$ cat src/rtl/rmii_rx_mii_bridge.sv
// RMII receive to MII receive bridge: rebuilds 4-bit nibbles from 2-bit dibits,
// generates the 25 MHz MII receive clock and counts good and errored frames.
module rmii_rx_mii_bridge #(
  parameter int PREAMBLE_MIN = 4,
  parameter int CNT_W        = 16
) (
  input  logic             clk,
  input  logic             rst,
  input  logic [1:0]       rmii_rxd,
  input  logic             rmii_crs_dv,
  output logic [3:0]       mii_rxd,
  output logic             mii_rx_dv,
  output logic             mii_rx_er,
  output logic             mii_rx_clk,
  output logic [CNT_W-1:0] frame_cnt,
  output logic [7:0]       err_cnt
);

  localparam int PC_W = $clog2(PREAMBLE_MIN + 1) + 1;
  localparam logic [PC_W-1:0] PRE_MIN = PC_W'(PREAMBLE_MIN);

  typedef enum logic [1:0] {IDLE, PREAMBLE, DATA, DISCARD} state_t;

  state_t          state;
  logic [1:0]      rxd_q;
  logic            crs_q;
  logic            phase;
  logic [1:0]      lo_dibit;
  logic            lo_crs;
  logic [PC_W-1:0] pre_cnt;
  logic            low_seen;
  logic            start;
  logic            cur_phase;
  logic            pre_bad;

  always_ff @(posedge clk or posedge rst) begin
    if (rst) begin
      rxd_q <= 2'b00;
      crs_q <= 1'b0;
    end else begin
      rxd_q <= rmii_rxd;
      crs_q <= rmii_crs_dv;
    end
  end

  // A 01 dibit seen in IDLE is always taken as the low half of a nibble; when
  // that lands on phase 1 the phase is held, stretching mii_rx_clk high.
  assign start     = (state == IDLE) && crs_q && (rxd_q == 2'b01);
  assign cur_phase = start ? 1'b0 : phase;
  assign pre_bad   = !crs_q || (rxd_q == 2'b00) || (rxd_q == 2'b10) ||
                     ((rxd_q == 2'b11) && (pre_cnt < PRE_MIN));

  // The MII clock falls exactly on the edges that update the nibble outputs.
  assign mii_rx_clk = phase;

  always_ff @(posedge clk or posedge rst) begin
    if (rst) begin
      state     <= IDLE;
      phase     <= 1'b0;
      lo_dibit  <= 2'b00;
      lo_crs    <= 1'b0;
      pre_cnt   <= '0;
      low_seen  <= 1'b0;
      mii_rxd   <= 4'h0;
      mii_rx_dv <= 1'b0;
      mii_rx_er <= 1'b0;
      frame_cnt <= '0;
      err_cnt   <= 8'h00;
    end else begin
      phase <= ~cur_phase;
      if (!cur_phase) begin
        lo_dibit <= rxd_q;
        lo_crs   <= crs_q;
      end else begin
        mii_rxd   <= 4'h0;
        mii_rx_dv <= 1'b0;
        mii_rx_er <= 1'b0;
      end

      case (state)
        IDLE: begin
          if (start) begin
            state   <= PREAMBLE;
            pre_cnt <= PC_W'(1);
          end
        end

        PREAMBLE: begin
          if (pre_bad) begin
            state    <= DISCARD;
            low_seen <= 1'b0;
            if (err_cnt != 8'hFF) err_cnt <= err_cnt + 8'd1;
          end else begin
            if (rxd_q == 2'b11) state <= DATA;
            else if (pre_cnt < PRE_MIN) pre_cnt <= pre_cnt + PC_W'(1);
            if (cur_phase) begin
              mii_rxd   <= {rxd_q, lo_dibit};
              mii_rx_dv <= 1'b1;
            end
          end
        end

        DATA: begin
          if (cur_phase) begin
            if (lo_crs && !crs_q) begin
              // Odd dibit count: drop the half nibble and flag it.
              mii_rx_dv <= 1'b1;
              mii_rx_er <= 1'b1;
              state     <= IDLE;
              if (err_cnt != 8'hFF) err_cnt <= err_cnt + 8'd1;
            end else if (!lo_crs && !crs_q) begin
              state     <= IDLE;
              frame_cnt <= frame_cnt + CNT_W'(1);
            end else begin
              mii_rxd   <= {rxd_q, lo_dibit};
              mii_rx_dv <= 1'b1;
            end
          end
        end

        DISCARD: begin
          if (!crs_q) begin
            if (low_seen) state <= IDLE;
            low_seen <= 1'b1;
          end else begin
            low_seen <= 1'b0;
          end
        end

        default: state <= IDLE;
      endcase
    end
  end

endmodule

$ cat config.mk
export PLATFORM = sky130hd
export DESIGN_NAME = rmii_rx_mii_bridge
export DESIGN_NICKNAME = d
export VERILOG_FILES = /design/src/rtl/rmii_rx_mii_bridge.sv
export SDC_FILE = /design/constraint.sdc
export NUM_CORES = 1
export LEC_CHECK = 0
export CORE_MARGIN = 4
export CORE_UTILIZATION = 30
export CTS_CLUSTER_SIZE = 40
export DETAILED_ROUTE_END_ITERATION = 10
export GPL_ROUTABILITY_DRIVEN = 0
export MAX_ROUTING_LAYER = met4
export PLACE_DENSITY = 0.55
export SYNTH_ARGS = -nofsm -noshare
export SYNTH_HDL_FRONTEND = slang
export SYNTH_SLANG_ARGS = --single-unit
export TNS_END_PERCENT = 50
$ cat constraint.sdc
create_clock -name clk -period 2.7 [get_ports clk]
set_input_delay 0.27 -clock clk [delete_from_list [all_inputs] [get_ports clk]]
set_output_delay 0.27 -clock clk [all_outputs]
set_load 0.05 [all_outputs]
==> impl_results.md, run 1 <==
- Longest Clk Path Bufs: 2
- Fillcell total: 699
- Setup TNS: 0 ns
- Root Driver: clkbuf_8
- Ant. Diodes: 0
- Residual DRC: 0
- WHS: between 0.2 and 0.3 ns
- Crit-path max FO: 11
- Reg area: 1100 sq um
- Slowest Stage Delay on Critical Path: a little over 0.4 ns
- Arr. time, crit path: between 2 and 2.5 ns
- Synthesis warning total: 0
- Vias in the first global route: 1,564
- Seq pwr share: 37.0%
- First drt pass iteration count: 4
- Clock Latency Late Sink: 0.30 ns
- Top_reg_cell synth: dfrtp_1
- CP max-delay cell: dfrtp_1
- Row cnt: 30
- # Post-CTS Setup Buffers: 0
- Syn_nets: 206
- Setup slack, reg-to-reg: 0.64 ns
- Inserted Clock Buffers: 5
- Clock power share: 16.6%
- Ranking of synthesized cells by area: dfrtp_1 (50%), xor2_1 (4.8%), ha_1 (4.0%)
- Switching share of total power: 43.5%
- Asr flop ratio synth: 100%
- Max_slew headroom: 61.8%
- CTS tree: done
- Status: finished clean
- Max_cap viols: 0
- CP Data Required Time: 2.89 ns
- Final period utilization: 76.1%
- R2R depth: 6
- Crit Path Class: reg -> reg
- Syn Area/Cell: 11.3 sq um
- Worst VDD drop: 0.465 mV
- Total GRT Usage: 11.1%
- Area growth from synthesis to layout: 24.5%
- Cell taking the most area after synthesis: dfrtp_1
- Final setup fails: 0
- Number of routed nets with antenna violations: 0
- Netlist Area Pre-Place: roughly 2200 sq um
- Fin. max-slew vios: 0
- Routed len/inst: 13.4 um
- Hpwl dp: 3.25 mm
- Synth Register Bits: between 40 and 50
- CTS Hold Bufs: 0
- Net Sw Power: 1.15 mW
- Largest net degree at the start of global routing: 18
- DRT iter0 DRCs: 25
- Combinational share of power: 46.5%
- Netlist cell types: 48
- Unrepaired setup endpoints after global routing: no
- Fin crit period: between 2 and 2.5 ns
- Post-synth EDFFs: 0
- Final Hold Fails: 0
- Internal: 1.49 mW
- CP endpoint kind: flop
- Clock Pin Slew Worst Setup and Hold Paths: ~0.09 ns
- Area occupied by multi-input gates: 1000 sq um
- Synth top area share: 50.2%
- Initial antenna violation count: 0
- IO Pins: 36
- Core area: 6940 sq um
- Final wirelength: 4.39 mm
- Ratio of cells with drive above 1 in the final layout: 11.6%
- Routed vias: ~1,500
- Critical Path Start Type: flop
- Reg-to-Reg Start: state[1]$_DFFE_PP0P_
- Cts repair resizes: 0
- Startpoint of the worst setup timing path: state[1]$_DFFE_PP0P_
- Chip width: 93.5 um
- Reg2Reg Capture Point: err_cnt[6]$_DFFE_PP0P_
- Die height: ~94 um
- Clock skew: 0.0109 ns
- Htree depth: 2
- Post-Syn Instances: 194
- Starting Density: between 30% and 40%
- IO Port Bufs: 35
- HP Class: in -> async
- Nets: about 240
- Clk sink count: 44
- Worst-Margin Slew: 0.569 ns
- Worst-path cell chain: inv_1, ha_1, nor2b_1, o22ai_2, nor4b_2, mux2_2
- Die Area: 8750 sq um
- Share of the yosys chip area belonging to registers: between 50% and 60%
- Max Clock Freq: 0.487 GHz
- Grt total ovfl: 0
- Leak Pwr: 1.21 nW
- DR vias/cell: 4.69
- First-pass GRT wire length: ~7.5 mm
- Pwr dens: 964 nW/um^2
==> sequential cells by signal, summed over array words and instances (netlist names), named ones only <==
register    flops
crs_q           1
err_cnt         8
frame_cnt      16
lo_crs          1
lo_dibit        2
low_seen        1
mii_rx_clk      1
mii_rx_dv       1
mii_rxd         4
pre_cnt         4
rxd_q           2
state           2
==> worst max path at each step <==
stage / endpoint / slack (ns)
after floorplan: frame_cnt[10]$_DFFE_PP0P_ / 0.86
after global placement: err_cnt[1]$_DFFE_PP0P_ / 0.63
after detailed placement: frame_cnt[12]$_DFFE_PP0P_ / 0.64
after CTS: frame_cnt[12]$_DFFE_PP0P_ / 0.63
after global routing: frame_cnt[12]$_DFFE_PP0P_ / 0.50
final: err_cnt[6]$_DFFE_PP0P_ / 0.64
==> metrics by stage <==
step           power (mW)  setup slack [ns]  util [%]  cells  area (sq um)
2_1_floorplan        1.86             0.859         -    194          2190
3_3_place_gp         2.21             0.628      37.9    321          2640
3_5_place_dp         2.22             0.636      37.9    321          2640
4_1_cts              2.67             0.628      39.4    329          2730
5_1_grt              2.82             0.501      39.4    329          2730
6_report             2.63             0.645      39.4    329          2730
==> synth_stat cells, types with 4 or more instances <==
library cell	count
xor2_1	12
xnor2_1	7
a21oi_1	4
nor2_1	13
o21ai_0	8
nand2_1	7
ha_1	7
inv_1	12
dfrtp_1	44
nand4_1	5
nand3_1	10
mux2_2	5
==> routing by layer <==
layer / track usage (%) / part of all wire [%]
met1: 15.2 / 52
met2: 15.6 / 43
met3: 2.49 / 3.9
met4: 4.93 / 1.6
met5: - / 0
==> power groups by stage <==
| stage | Clock, mW | Sequential [mW] | Combinational, mW |
|---|---|---|---|
| 2_1_floorplan | 0 | 1.26 | 0.599 |
| 3_3_place_gp | 0 | 0.984 | 1.23 |
| 3_5_place_dp | 0 | 0.984 | 1.24 |
| 4_1_cts | 0.459 | 0.973 | 1.24 |
| 5_1_grt | 0.481 | 1.00 | 1.33 |
| 6_report | 0.436 | 0.974 | 1.22 |
==> cell usage in the layout (no fill, tap or decap), types with 4 or more instances in the layout <==
cell type / instances
dfrtp_1: 44
clkdlybuf4s50_1: 35
nor2_1: 13
xor2_1: 12
inv_1: 11
nand3_1: 10
o21ai_0: 8
xnor2_1: 7
nand2_1: 7
ha_1: 7
clkbuf_8: 6
nand4_1: 5
mux2_2: 5
a21oi_1: 4
==> critical path, delay by kind of cell (launching register included) <==
family	cells	cell delay, ns
AO/OA/AOI/OAI	1	0.16
multiplexers	1	0.36
flip-flops	1	0.41
adder cells (fa/ha/maj)	1	0.38
buffers and inverters	1	0.11
AND/OR/NAND/NOR	2	0.53
==> logic make-up after synthesis <==
family,synth area share (%)
buf+inv,4.28
xor+xnor,8.32
flops,50.2
compound gates,11.9
mux,3.93
simple gates,17.4
fa+ha+maj,3.99
==> cell type report <==
type / count / area share [%]
clock buffer: 6 / 3.02
clock inverter: 2 / 0.549
inverter: 13 / 1.79
multi-input combinational: 131 / 36.6
sequential: 44 / 40.3
tap: 96 / 4.40
timing repair buffer: 37 / 13.4
Note: power is estimated with default switching activity, not from simulation.
==> run 2: changes to the inputs <==
- PLACE_DENSITY: 0.55 -> 0.57
- clock period: 2.7 -> 1.7 ns (I/O delays scaled with it)
==> run 2 against run 1 <==
  * The run now ends with setup timing left
  * Critical path depth unchanged
  * Global-route usage increased by 0.31 points
  * Fmax increased by 20%
  * Count of clock-buffer cells in the layout increased by 1
  * Clock power increased by 46%
  * First-iteration DRC count increased by 76%
  * Sequential share of layout area decreased by 1.8 points
  * Via count increased by 5.3%
  * Non-clock buffer count increased by 19
  * Sequential power increased by 56%
  * Die area unchanged
  * Critical endpoint unchanged
==> impl_results.md, run 2 (synthesis results as in run 1) <==
- Status: finished with violations
- Failing checks: setup timing
- Number of routed nets with antenna violations: 0 (unchanged)
- Final period utilization: 101% (+25 points)
- Routed len/inst: 13.2 um (-1.5%)
- First-pass GRT wire length: 7.77 mm (+3.5%)
- Biggest regs: frame_cnt: 16 flops, err_cnt: 8 flops
- WHS: 0.200 ns (-0.0601 ns)
- Crit Path Class: reg -> reg
- IO Port Bufs: 35 (unchanged)
- Clock Pin Slew Worst Setup and Hold Paths: 0.08 ns (about the same)
- CP Data Required Time: 1.88 ns (-1.01 ns)
- DRT iter0 DRCs: 44 (+76%)
- Final Hold Fails: 0 (unchanged)
- Worst-path cell chain: buf_6, ha_4, and3b_2, o22ai_4, nor4b_2, mux2_2
- Root Driver: clkbuf_8
- Die Area: 8750 sq um (unchanged)
- Area growth from synthesis to layout: 30.8%
- Inserted Clock Buffers: 5 (unchanged)
- Ant. Diodes: 0 (unchanged)
- Area post-placement: 2730 sq um (+3.4%)
- Final wirelength: 4.58 mm (+4.2%)
- CP delay by family, top: simple AND/OR/NAND/NOR gates
- Slowest Stage Delay on Critical Path: 0.40 ns (about the same)
- Core area: 6940 sq um (unchanged)
- CTS tree: done
- Max_cap viols: 0 (unchanged)
- Fin. max-slew vios: 0 (unchanged)
- Max Clock Freq: 0.582 GHz (+20%)
- Die height: 93.5 um (unchanged)
- Biggest register: frame_cnt
- Max reg flops: 16 (unchanged)
- Htree depth: 2 (unchanged)
- Clock skew: 0.00455 ns (-0.00631 ns)
- Fin crit period: 1.72 ns (-0.337 ns)
- Starting Density: 31.6% (unchanged)
- Residual DRC: 0 (unchanged)
- Ratio of cells with drive above 1 in the final layout: 33.7% (+22 points)
- Final Core Density: 41.4% (+2.0 points)
- Clock Latency Late Sink: 0.29 ns (about the same)
- IO Pins: 36 (unchanged)
- Vias in the first global route: 1,645 (+5.2%)
- Initial antenna violation count: 0 (unchanged)
- CP endpoint kind: flop
- Leak Pwr: 1.35 nW (+12%)
- Worst-Margin Slew: 0.503 ns (-0.0661 ns)
- Post-Place Worst Slack: -0.0957 ns (-0.732 ns)
- Fillcell total: 673 (-3.7%)
- Longest Clk Path Bufs: 2 (unchanged)
- Crit-path max FO: 7 (-4)
- Max_slew headroom: 66.4% (+4.5 points)
- Buffer and inverter count on the worst path: 1 (unchanged)
- Leading cell type in the layout, fill and taps excluded: buf_4
- Routed vias: 1,624 (+5.3%)
- HP Class: in -> async
- Grt total ovfl: 0 (unchanged)
- DR vias/cell: 4.67 (-0.43%)
- Final setup fails: 1 (+1)
- Hpwl dp: 3.34 mm (+2.8%)
- Row cnt: 30 (unchanged)
- Chip width: 93.5 um (unchanged)
- Unrepaired setup endpoints after global routing: yes
- Final worst slack: -0.0182 ns (-0.663 ns)
- Total GRT Usage: 11.4% (+0.31 points)
- Largest net degree at the start of global routing: 45 (+27)
- CP max-delay cell: dfrtp_1
- First drt pass iteration count: 4 (unchanged)
- Critical Path Start Type: flop
- Worst VDD drop: 0.741 mV (+60%)
- Pwr dens: 1540 nW/um^2 (+60%)
- Arr. time, crit path: 1.90 ns (-0.35 ns)
- Nets: 263 (+7.8%)
- Final instance area: 2870 sq um (+5.1%)
- Most frequent cells in the layout: buf_4 (45), dfrtp_1 (41), nor2_1 (12), xor2_1 (12)
- Clk sink count: 44 (unchanged)
-- run 2: cell count changes in the layout (fill, tap and decap cells not counted), moves of 2 or more --
| cell | previous run | this run |
|---|---|---|
| clkinvlp_4 | 2 | 0 |
| buf_4 | 2 | 45 |
| dfrtp_2 | 0 | 3 |
| dfrtp_1 | 44 | 41 |
| clkdlybuf4s50_1 | 35 | 9 |
| ha_2 | 0 | 2 |
| ha_1 | 7 | 4 |
| nor2b_1 | 2 | 0 |
| inv_2 | 1 | 3 |
| inv_1 | 11 | 9 |
| clkbuf_1 | 0 | 2 |
-- run 2: routing by layer --
layer | global-route usage, % | wire length (um)
met4 | 4.09 | 74
met2 | 16.4 | 1980
met1 | 15.7 | 2330
met3 | 2.49 | 189
met5 | - | 0
-- run 2: metrics by stage --
step	TNS (ns)	cells	total power, mW
6_report	-0.0182	348	4.43
5_1_grt	-0.182	348	4.72
4_1_cts	-0.0803	345	4.40
3_5_place_dp	-0.208	335	3.72
3_3_place_gp	-0.0936	335	3.70
2_1_floorplan	0	194	3.03
-- run 2: repair_timing --
| action | 4_1_cts | 5_1_grt |
|---|---|---|
| buffers inserted | 2 | 3 |
| endpoints found under the hold margin | 0 | 0 |
| setup endpoints to repair | 6 | 20 |
| pin swaps | 1 | 0 |
| hold buffers | 0 | 0 |
| gates resized for setup | 3 | 8 |
-- run 2: tightest hold or removal path, cell delays in order --
cell             delay [ns]
clkdlybuf4s50_1        0.40
clkinv_1               0.07
buf_12                 0.23
-- run 2: layout make-up --
type	count	area [sq um]	share of cell area (%)
well taps	96	120	4.18
flip-flops and latches	44	1100	38.5
clock buffers	7	76.3	2.66
repair buffers	56	459	16.0
multi-input cells	131	1060	36.8
inverters	13	48.8	1.70
clock inverters	1	5.00	0.174
-- run 2: final timing paths --
path / to / slack [ns] / from / depth (start not counted)
setup / recovery: err_cnt[6]$_DFFE_PP0P_ / -0.02 / state[1]$_DFFE_PP0P_ / 6
hold / removal: frame_cnt[7]$_DFFE_PP0P_ / 0.20 / rst / 3
setup reg to reg: err_cnt[6]$_DFFE_PP0P_ / -0.02 / state[1]$_DFFE_PP0P_ / 6
hold reg to reg: frame_cnt[15]$_DFFE_PP0P_ / 0.48 / frame_cnt[15]$_DFFE_PP0P_ / 1
max in group asynchronous: mii_rx_clk$_DFF_PP0_ / 1.26 / rst / 3
min in group clk: rxd_q[1]$_DFF_PP0_ / 0.30 / rmii_rxd[1] / 1
-- run 2: power by group --
group	internal, mW	switching, mW
Combinational	0.933	1.33
Sequential	1.30	0.223
Clock	0.289	0.348
Total	2.52	1.90
==> run 3: changes to the inputs <==
- CORE_MARGIN: 4 -> not set
==> run 3 against run 2 <==
  * Sequential share of layout area shrank 0.45 points
  * Via count grew 1.5%
  * Count of clock-buffer cells in the layout is 1 lower
  * Setup slack got worse by 0.016 ns
  * Critical path depth unchanged
  * Global-route usage rose by 1.8 points
  * Die area down 12%
  * Combinational power is essentially flat
  * The run still ends with setup timing left
  * Largest power group unchanged
  * Wire length fell by 2.1%
==> impl_results.md, run 3 (synthesis results as in run 1) <==
- Worst-Margin Slew: 0.527 ns (+0.0238 ns)
- Arr. time, crit path: 1.92 ns (+0.02 ns)
- Final wirelength: 4.48 mm (-2.1%)
- Crit Path Class: reg -> reg
- Fillcell total: 653 (-3.0%)
- Leak Pwr: 1.41 nW (+4.3%)
- Total GRT Usage: 13.2% (+1.8 points)
- Most frequent cells in the layout: buf_4 (43), dfrtp_1 (41), nor2_1 (13)
- Critical Path Start Type: flop
- Pwr dens: 1580 nW/um^2 (+2.2%)
- Buffer and inverter count on the worst path: 1 (unchanged)
- Routed vias: 1,648 (+1.5%)
- Ratio of cells with drive above 1 in the final layout: 32.9% (-0.79 points)
- Starting Density: 31.6% (unchanged)
- Grt total ovfl: 0 (unchanged)
- Ant. Diodes: 0 (unchanged)
- Final worst slack: -0.0344 ns (-0.0162 ns)
- Max Clock Freq: 0.577 GHz (-0.93%)
- Die Area: 7660 sq um (-12%)
- First drt pass iteration count: 4 (unchanged)
- Total power draw: 4.58 mW (+3.4%)
- IO Pins: 36 (unchanged)
- Slowest Stage Delay on Critical Path: 0.39 ns (about the same)
- Residual DRC: 0 (unchanged)
- Number of routed nets with antenna violations: 0 (unchanged)
- Htree depth: 2 (unchanged)
- Hpwl dp: 3.26 mm (-2.3%)
- Inserted Clock Buffers: 5 (unchanged)
- DR vias/cell: 4.74 (+1.5%)
- Max_cap viols: 0 (unchanged)
- Max reg flops: 16 (unchanged)
- Biggest regs: frame_cnt: 16 flops, err_cnt: 8 flops
- WHS: 0.206 ns (+0.00525 ns)
- Failing checks: setup timing
- Largest net degree at the start of global routing: 45 (unchanged)
- First-pass GRT wire length: 7.53 mm (-3.1%)
- Nets: 263 (unchanged)
- Core area: 6940 sq um (unchanged)
- Die height: 87.5 um (-6.4%)
- Chip width: 87.5 um (-6.4%)
- Crit-path max FO: 6 (-1)
- Clock Latency Late Sink: 0.29 ns (about the same)
- CP endpoint kind: flop
- Post-Place Worst Slack: -0.0690 ns (+0.0267 ns)
- Worst VDD drop: 0.633 mV (-15%)
- IO Port Bufs: 35 (unchanged)
- Clock skew: 0.00544 ns (+0.000884 ns)
- CP Data Required Time: 1.89 ns (about the same)
- HP Class: in -> async
- DRT iter0 DRCs: 69 (+57%)
- Final setup fails: 1 (unchanged)
- Unrepaired setup endpoints after global routing: yes
- CTS tree: done
- Routed len/inst: 12.9 um (-2.1%)
- Vias in the first global route: 1,592 (-3.2%)
- Final period utilization: 102% (+0.95 points)
- Area growth from synthesis to layout: 32.4%
- Worst-path cell chain: inv_1, ha_2, nor2b_2, o22ai_4, nor4b_2, mux2_2
- Root Driver: clkbuf_8
- Longest Clk Path Bufs: 2 (unchanged)
- CP delay by family, top: simple AND/OR/NAND/NOR gates
- CP max-delay cell: dfrtp_1
- Biggest register: frame_cnt
- CTS Hold Bufs: 0 (unchanged)
- Clock Pin Slew Worst Setup and Hold Paths: 0.08 ns (about the same)
- Status: finished with violations
- Leading cell type in the layout, fill and taps excluded: buf_4
- Final Hold Fails: 0 (unchanged)
- Clk sink count: 44 (unchanged)
- Row cnt: 30 (unchanged)
- Setup slack, reg-to-reg: -0.03 ns (-0.02 ns)
- Max_slew headroom: 64.8% (-1.5 points)
- Fin. max-slew vios: 0 (unchanged)
- Final Core Density: 41.8% (+0.49 points)
- Fin crit period: 1.73 ns (+0.0162 ns)
- Initial antenna violation count: 0 (unchanged)
-- run 3: final timing paths --
check	depth (start not counted)	from	end
setup / recovery	6	state[1]$_DFFE_PP0P_	err_cnt[6]$_DFFE_PP0P_
hold / removal	3	rst	frame_cnt[6]$_DFFE_PP0P_
setup reg to reg	6	state[1]$_DFFE_PP0P_	err_cnt[6]$_DFFE_PP0P_
hold reg to reg	1	frame_cnt[15]$_DFFE_PP0P_	frame_cnt[15]$_DFFE_PP0P_
max in group asynchronous	3	rst	mii_rx_clk$_DFF_PP0_
min in group clk	1	rmii_rxd[1]	rxd_q[1]$_DFF_PP0_
-- run 3: power by group --
part	internal (mW)	leakage, nW	switching, mW
registers	1.30	0.567	0.229
logic	0.930	0.785	1.33
clock network	0.436	0.0552	0.347
-- run 3: stage by stage --
stage	instances	cell area [sq um]	setup TNS, ns
global placement	337	2750	-0.0168
finish	348	2910	-0.0344
floorplan	194	2230	0
global route	348	2910	-0.617
CTS	348	2880	-0.0257
detailed placement	337	2750	-0.110
-- run 3: repair_timing --
item	CTS	global route
setup buffers	3	0
resized for setup	5	8
pin swaps	1	1
setup endpoints to repair	8	16
-- run 3: final cells by class --
cell class	instances	area (sq um)	share of cell area (%)
clock buffer	6	72.6	2.50
clock inverter	2	35.0	1.21
inverter	13	48.8	1.68
multi-input combinational	131	1060	36.3
sequential	44	1100	38.0
tap	96	120	4.13
timing repair buffer	56	468	16.1
-- run 3: layer usage --
metal	up-vias	part of all wire [%]	track usage, %
met5	-	0	-
met4	0	1.3	5.22
met3	7	4.5	3.30
met2	42	44	19.2
met1	797	50	17.5
li1	802	-	-
-- run 3: tightest hold or removal path, cell delays in order --
cell	delay, ns
clkdlybuf4s50_1	0.40
clkinv_1	0.07
buf_12	0.23
